`config.mk`:
```
export PLATFORM = sky130hd
export DESIGN_NAME = uart_tx_param
export DESIGN_NICKNAME = d
export VERILOG_FILES = /design/src/rtl/uart_pkg.sv /design/src/rtl/uart_baud_tick.sv /design/src/rtl/uart_tx_param.sv
export SDC_FILE = /design/constraint.sdc
export NUM_CORES = 1
export LEC_CHECK = 0
export BUFFER_PORTS_ARGS = -buffer_cell sky130_fd_sc_hd__buf_2
export CORE_MARGIN = 2
export CORE_UTILIZATION = 48
export DETAILED_ROUTE_END_ITERATION = 12
export PLACE_DENSITY = 0.67
export RECOVER_POWER = 25
export SLEW_MARGIN = 10
export SYNTH_ARGS = -nofsm -noshare
export SYNTH_HDL_FRONTEND = slang
export SYNTH_SLANG_ARGS = --single-unit
```
`constraint.sdc`:
```
create_clock -name Clk -period 6.1 [get_ports Clk]
set_clock_uncertainty 0.2 [all_clocks]
set_input_delay 0.61 -clock Clk [delete_from_list [all_inputs] [get_ports Clk]]
set_output_delay 0.61 -clock Clk [all_outputs]
set_load 0.05 [all_outputs]
```
`src/rtl/uart_pkg.sv`:
```
// Shared UART definitions: baud table, parity modes and TX FSM encoding.
// Intended for reuse by the matching receiver.
package uart_pkg;

  localparam int unsigned BAUD_RATES [8] = '{
    9600, 19200, 38400, 57600, 115200, 230400, 460800, 921600
  };

  localparam int unsigned PAR_NONE = 0;
  localparam int unsigned PAR_ODD  = 1;
  localparam int unsigned PAR_EVEN = 2;

  typedef enum logic [2:0] {
    StIdle,
    StStart,
    StData,
    StParity,
    StStop
  } tx_state_e;

  function automatic int unsigned bit_div(input int unsigned clk_freq, input int unsigned code);
    return clk_freq / BAUD_RATES[code];
  endfunction

endpackage

```
`src/rtl/uart_baud_tick.sv`:
```
// Bit-period timer: pulses bit_tick every DIV cycles while enabled, restarting
// from zero whenever enable is low.
module uart_baud_tick
  import uart_pkg::*;
#(
  parameter int unsigned CLK_FREQ = 50_000_000
) (
  input  logic       clk,
  input  logic       rst_n,
  input  logic       en,
  input  logic [2:0] baud_sel,
  output logic       bit_tick
);

  localparam int unsigned CntW = $clog2(CLK_FREQ / BAUD_RATES[0]);

  logic [CntW-1:0] cnt_q, cnt_d;
  logic [CntW-1:0] div_m1;

  // Constant per table entry; the loop elaborates to a mux of constants.
  always_comb begin
    div_m1 = '0;
    for (int i = 0; i < 8; i++) begin
      if (baud_sel == 3'(i)) div_m1 = CntW'(bit_div(CLK_FREQ, i) - 1);
    end
  end

  assign bit_tick = en && (cnt_q == div_m1);

  always_comb begin
    cnt_d = cnt_q;
    if (!en || bit_tick) cnt_d = '0;
    else                 cnt_d = cnt_q + CntW'(1);
  end

  always_ff @(posedge clk or negedge rst_n) begin
    if (!rst_n) cnt_q <= '0;
    else        cnt_q <= cnt_d;
  end

endmodule

```
`src/rtl/uart_tx_param.sv`:
```
// Parametrised UART transmitter: start bit, DATA_W bits LSB first, optional
// parity, STOP_BITS stop bits; baud chosen per frame from the shared table.
module uart_tx_param
  import uart_pkg::*;
#(
  parameter int unsigned CLK_FREQ  = 50_000_000,
  parameter int unsigned DATA_W    = 8,
  parameter int unsigned PARITY    = 0,
  parameter int unsigned STOP_BITS = 1
) (
  input  logic              Clk,
  input  logic              Rst,
  input  logic [DATA_W-1:0] data_byte,
  input  logic              send_en,
  input  logic [2:0]        baud_set,
  output logic              Rs232_Tx,
  output logic              uart_state,
  output logic              Tx_Done
);

  tx_state_e         state_q, state_d;
  logic [DATA_W-1:0] shift_q, shift_d;
  logic [2:0]        baud_q, baud_d;
  logic              par_q, par_d;
  logic [3:0]        cnt_q, cnt_d;
  logic              tx_q, tx_d;
  logic              done_q, done_d;
  logic              busy;
  logic              bit_tick;

  assign busy = (state_q != StIdle);

  uart_baud_tick #(
    .CLK_FREQ(CLK_FREQ)
  ) u_baud_tick (
    .clk     (Clk),
    .rst_n   (Rst),
    .en      (busy),
    .baud_sel(baud_q),
    .bit_tick(bit_tick)
  );

  always_comb begin
    state_d = state_q;
    shift_d = shift_q;
    baud_d  = baud_q;
    par_d   = par_q;
    cnt_d   = cnt_q;
    tx_d    = tx_q;
    done_d  = 1'b0;
    unique case (state_q)
      StIdle: begin
        tx_d = 1'b1;
        if (send_en) begin
          shift_d = data_byte;
          baud_d  = baud_set;
          par_d   = (PARITY == PAR_ODD) ? ~^data_byte : ^data_byte;
          cnt_d   = '0;
          tx_d    = 1'b0;
          state_d = StStart;
        end
      end
      StStart: begin
        if (bit_tick) begin
          tx_d    = shift_q[0];
          state_d = StData;
        end
      end
      StData: begin
        if (bit_tick) begin
          if (cnt_q == 4'(DATA_W - 1)) begin
            cnt_d = '0;
            if (PARITY != PAR_NONE) begin
              tx_d    = par_q;
              state_d = StParity;
            end else begin
              tx_d    = 1'b1;
              state_d = StStop;
            end
          end else begin
            // Shift so the next data bit is always at index 1.
            shift_d = shift_q >> 1;
            tx_d    = shift_q[1];
            cnt_d   = cnt_q + 4'd1;
          end
        end
      end
      StParity: begin
        if (bit_tick) begin
          tx_d    = 1'b1;
          state_d = StStop;
        end
      end
      StStop: begin
        if (bit_tick) begin
          if (cnt_q == 4'(STOP_BITS - 1)) begin
            done_d  = 1'b1;
            state_d = StIdle;
          end else begin
            cnt_d = cnt_q + 4'd1;
          end
        end
      end
      default: state_d = StIdle;
    endcase
  end

  always_ff @(posedge Clk or negedge Rst) begin
    if (!Rst) begin
      state_q <= StIdle;
      shift_q <= '0;
      baud_q  <= '0;
      par_q   <= 1'b0;
      cnt_q   <= '0;
      tx_q    <= 1'b1;
      done_q  <= 1'b0;
    end else begin
      state_q <= state_d;
      shift_q <= shift_d;
      baud_q  <= baud_d;
      par_q   <= par_d;
      cnt_q   <= cnt_d;
      tx_q    <= tx_d;
      done_q  <= done_d;
    end
  end

  assign Rs232_Tx   = tx_q;
  assign uart_state = busy;
  assign Tx_Done    = done_q;

endmodule

```
==> run summary <==
The number of cells on the worst reg-to-reg path is 7. The tools report the post-CTS repair timing setup buffer count as 0. Critical path start-end classification: reg2reg. After technology mapping, the gate count stands at 241. The logs give 34 for the number of pins with negative max-slew slack in the final report and 50.1% for the initial core utilization. Of the total power, combinational logic draws 37.3%. The max-cap violation count is 1.

Dividing the final minimum period by the clock period gives 49.7%. Net switching is 39.8% of the power. Setup repair after global routing left no endpoint under its margin. Synthesis produced a netlist with a net count of 258. For the worst-skew pair, the clock arrives at the later sink with an insertion delay of 290 ps. The area of the die was 0.00510 mm^2; the delay of the slowest critical-path stage was 690 ps. Summing every instance area after synthesis gives 0.00218 mm^2. The row count was 24.

For this run, the leading register cell type out of synthesis is dfrtp_1. Before antenna repair, the detailed router went through 4 iterations. In this run the static leakage power is 1.07 nW.

Sorting the synthesized cells by how often they occur yields dfrtp_1 (32), nor2_1 (27), nand2_1 (24). The reported net switching power is 0.389 mW. The final period demand of the worst path was 3030 ps. In the post-synthesis netlist, the cell with the most instances is dfrtp_1. Summed over all layers, the global routing overflow is 0. The count of nets left with antenna violations after detail routing is 0, and the clock input transition at the sequential cells of the worst setup and hold paths is 70 ps.

After legalization and detailed placement, the total HPWL measured 3.06 mm. After detailed routing, the total wire length is 4.40 mm. Summing all multi-input logic gate instances after layout gives 0.00124 mm^2. The floorplan step defined a core boundary enclosing 0.00435 mm^2. The die is 71.4 um wide.

The type of the most critical hold path is reg2reg. For the pin with the worst max-slew slack, the measured transition is 1740 ps. Setup violations remaining at the end of the flow were counted as 0.

Across the VDD grid, the largest voltage drop is 0.224 mV. STA puts the critical path data arrival time at 3000 ps. The combined flip-flop and latch cell area was 827 um^2.

The worst hold path was traced through 2 stages. In this run the worst path has a maximum fanout of 19. The number of antenna diodes in the final layout is 0. The internal power of the cells totals 0.588 mW.

The run gives 2 as the number of levels in the clock H-tree. In this run the critical register-to-register path is launched from baud_q[1]. Cells with a size suffix above 1 make up 16.7% of the layout. Entering global routing, the biggest net connects 34 pins. Number of nets at the end of the flow: 267.

By area the synthesized netlist is led by dfrtp_1 (37%), mux2_2 (6.7%), nor2_1 (4.6%). In this run, post-CTS repair resized a total of 0 instances. The share of synthesized area in the top cell type comes to 36.7%.

Total of hold buffers inserted after clock tree synthesis: 0. 17 I/O pins were placed. Yosys printed 0 warnings. The fraction of power consumed by the clock network is 22.0%. TritonCTS built the clock tree. The number of vias per cell after detailed routing was 5.57; the relative contribution of sequential cells to total power was 40.7%. Counting flops with a built-in enable in the synthesized netlist gives 0.

For the maximum count of clock buffers along a single path, the log shows 2. The count of buffers added on input and output ports is 16. The power density relative to cell area came out at 413 mW/mm^2. Summed over all instances, the cell type with the most area after synthesis is dfrtp_1.

The worst hold path begins at Rs232_Tx. The routed via count was 1689. Area overhead of the layout relative to synthesis: 8.38%.

Clock tree root driver cell: clkbuf_8. The checks that failed: capacitance limit, slew limit. The layout has 403 filler cells.

Walking the worst path, the cells encountered are xor2_1 > mux2i_1 > a221oi_1 > nor4_4 > nand2_1 > a22o_1 > mux2_2. The CTS sink count is 33, and the achievable frequency is 330 MHz. For the number of antenna violations at the first check in global routing, the log shows 0. Worst-path cell with the longest stage delay: dfrtp_1.

STA classifies the critical path startpoint as a register. The worst setup path is captured at a register. Counting flops with an async set or reset pin after synthesis yields a share of 100%. The number of CTS-inserted buffers came out at 5.

The endpoint of the most critical register-to-register path was shift_q[1]. For the number of global-route vias before repair, the log shows 1506. The global-route usage over all layers is 18.4%, and the vertical extent of the die is 71.4 um.

In this run the tightest slew margin relative to its limit is -15.7%. The first global-routing pass estimated 7.29 mm of wire. For this run, design rule violations remaining after detail routing come to 0. For the sequential-to-total area share from yosys stat, the log shows 37.9%. The run finished, with violations left. The tools report the hold-critical path endpoint as Rs232_Tx. The logs give 3070 ps for the register-to-register setup slack and 6070 ps for the data required time of the worst path. Synthesis instantiated 52 different standard cells from the library. The run gives 0.840 as the weighted congestion at the end of routability-driven global placement. In this run, the number of DRC markers left after iteration 0 of detailed routing was 140.

The wire length per cell after detailed routing is 14.5 um. Setup total negative slack on the finished layout was measured at 0 ps. The run gives 0 as the number of hold violations in the final report.

Cells fill 54.3% of the core in the end. Averaged over all synthesized cells, the footprint is 9.05 um^2. Synthesis inferred 33 register bits.
==> power by group through the flow <==
| stage | Sequential (mW) | Clock [mW] | Combinational (mW) |
|---|---|---|---|
| after floorplan | 0.330 | 0 | 0.374 |
| after global placement | 0.398 | 0 | 0.362 |
| after detailed placement | 0.399 | 0 | 0.365 |
| after CTS | 0.395 | 0.222 | 0.369 |
| after global routing | 0.412 | 0.228 | 0.411 |
| final | 0.398 | 0.215 | 0.364 |
==> worst max-delay path by stage <==
stage,slack [ps],start,depth (start not counted),end
final,3070,baud_q[1],7,shift_q[1]
after floorplan,3610,baud_q[0],8,cnt_q[0]
after CTS,3060,baud_q[1],7,shift_q[1]
after global placement,3150,baud_q[1],7,shift_q[2]
after global routing,2870,baud_q[1],7,shift_q[5]
after detailed placement,3080,baud_q[1],7,shift_q[1]
==> kinds of logic after synthesis <==
| group | after synthesis | synth area share, % |
|---|---|---|
| DFF | 33 | 37.9 |
| muxes | 19 | 9.98 |
| AOI/OAI and AO/OA | 43 | 13.5 |
| adders and majority gates | 3 | 1.72 |
| buffers and inverters | 24 | 5.28 |
| xor gates and xnor gates | 17 | 7.46 |
| and+or+nand+nor | 102 | 24.1 |
==> area by class of cell <==
type,instances,share of cell area [%]
inverter,10,1.59
clock buffer,7,3.65
sequential,33,35.0
clock inverter,1,1.27
multi-input combinational,184,52.4
timing repair buffer,16,3.34
tap,52,2.75
==> placed cells by master, fill, tap and decap left out, types with 2 or more instances in the layout <==
master | netlist | final
a21o_1 | 3 | 3
a21oi_1 | 11 | 11
a22oi_1 | 2 | 2
and2_1 | 2 | 2
and3_1 | 7 | 7
buf_2 | 5 | 15
clkbuf_1 | 5 | 2
clkbuf_8 | 0 | 6
dfrtp_1 | 32 | 32
ha_1 | 3 | 3
inv_1 | 10 | 10
mux2_2 | 13 | 13
mux2_4 | 2 | 2
mux2i_1 | 3 | 3
nand2_1 | 24 | 24
nand2b_1 | 5 | 5
nand3_1 | 10 | 10
nor2_1 | 27 | 27
nor2b_1 | 6 | 6
nor3_1 | 9 | 9
nor3b_1 | 2 | 2
nor4_1 | 2 | 2
o21ai_0 | 7 | 7
o31ai_1 | 3 | 3
o41ai_1 | 4 | 4
xnor2_1 | 8 | 8
xor2_1 | 8 | 8
==> layer usage <==
metal	GRT usage [%]	vias up	wire (um)
met5	0	-	0
met3	4.50	8	107
met1	25.7	799	2200
met4	6.71	0	74
met2	27.8	16	2010
li1	-	866	-
==> registers in the layout (all words and copies together), names as in the netlist <==
register,count
u_baud_tick.cnt_q,13
shift_q,8
cnt_q,4
baud_q,3
state_q,3
Rs232_Tx,1
Tx_Done,1
==> metrics by stage <==
stage | hold slack (ps) | instances | power (mW) | instance area, um^2 | setup WS, ps
2_1_floorplan | 114 | 241 | 0.704 | 2180 | 3610
3_3_place_gp | 265 | 295 | 0.760 | 2250 | 3150
3_5_place_dp | 264 | 295 | 0.765 | 2250 | 3080
4_1_cts | 209 | 303 | 0.986 | 2360 | 3060
5_1_grt | 316 | 303 | 1.05 | 2360 | 2870
6_report | 276 | 303 | 0.977 | 2360 | 3070
==> worst max-delay path: cells and delay by family, from the launching register on <==
family	cells	cell delay [ps]
xor gates and xnor gates	1	330
and+or+nand+nor	2	340
AOI/OAI and AO/OA	2	840
DFF	1	690
muxes	2	490
(Power assumes the default switching activity.)
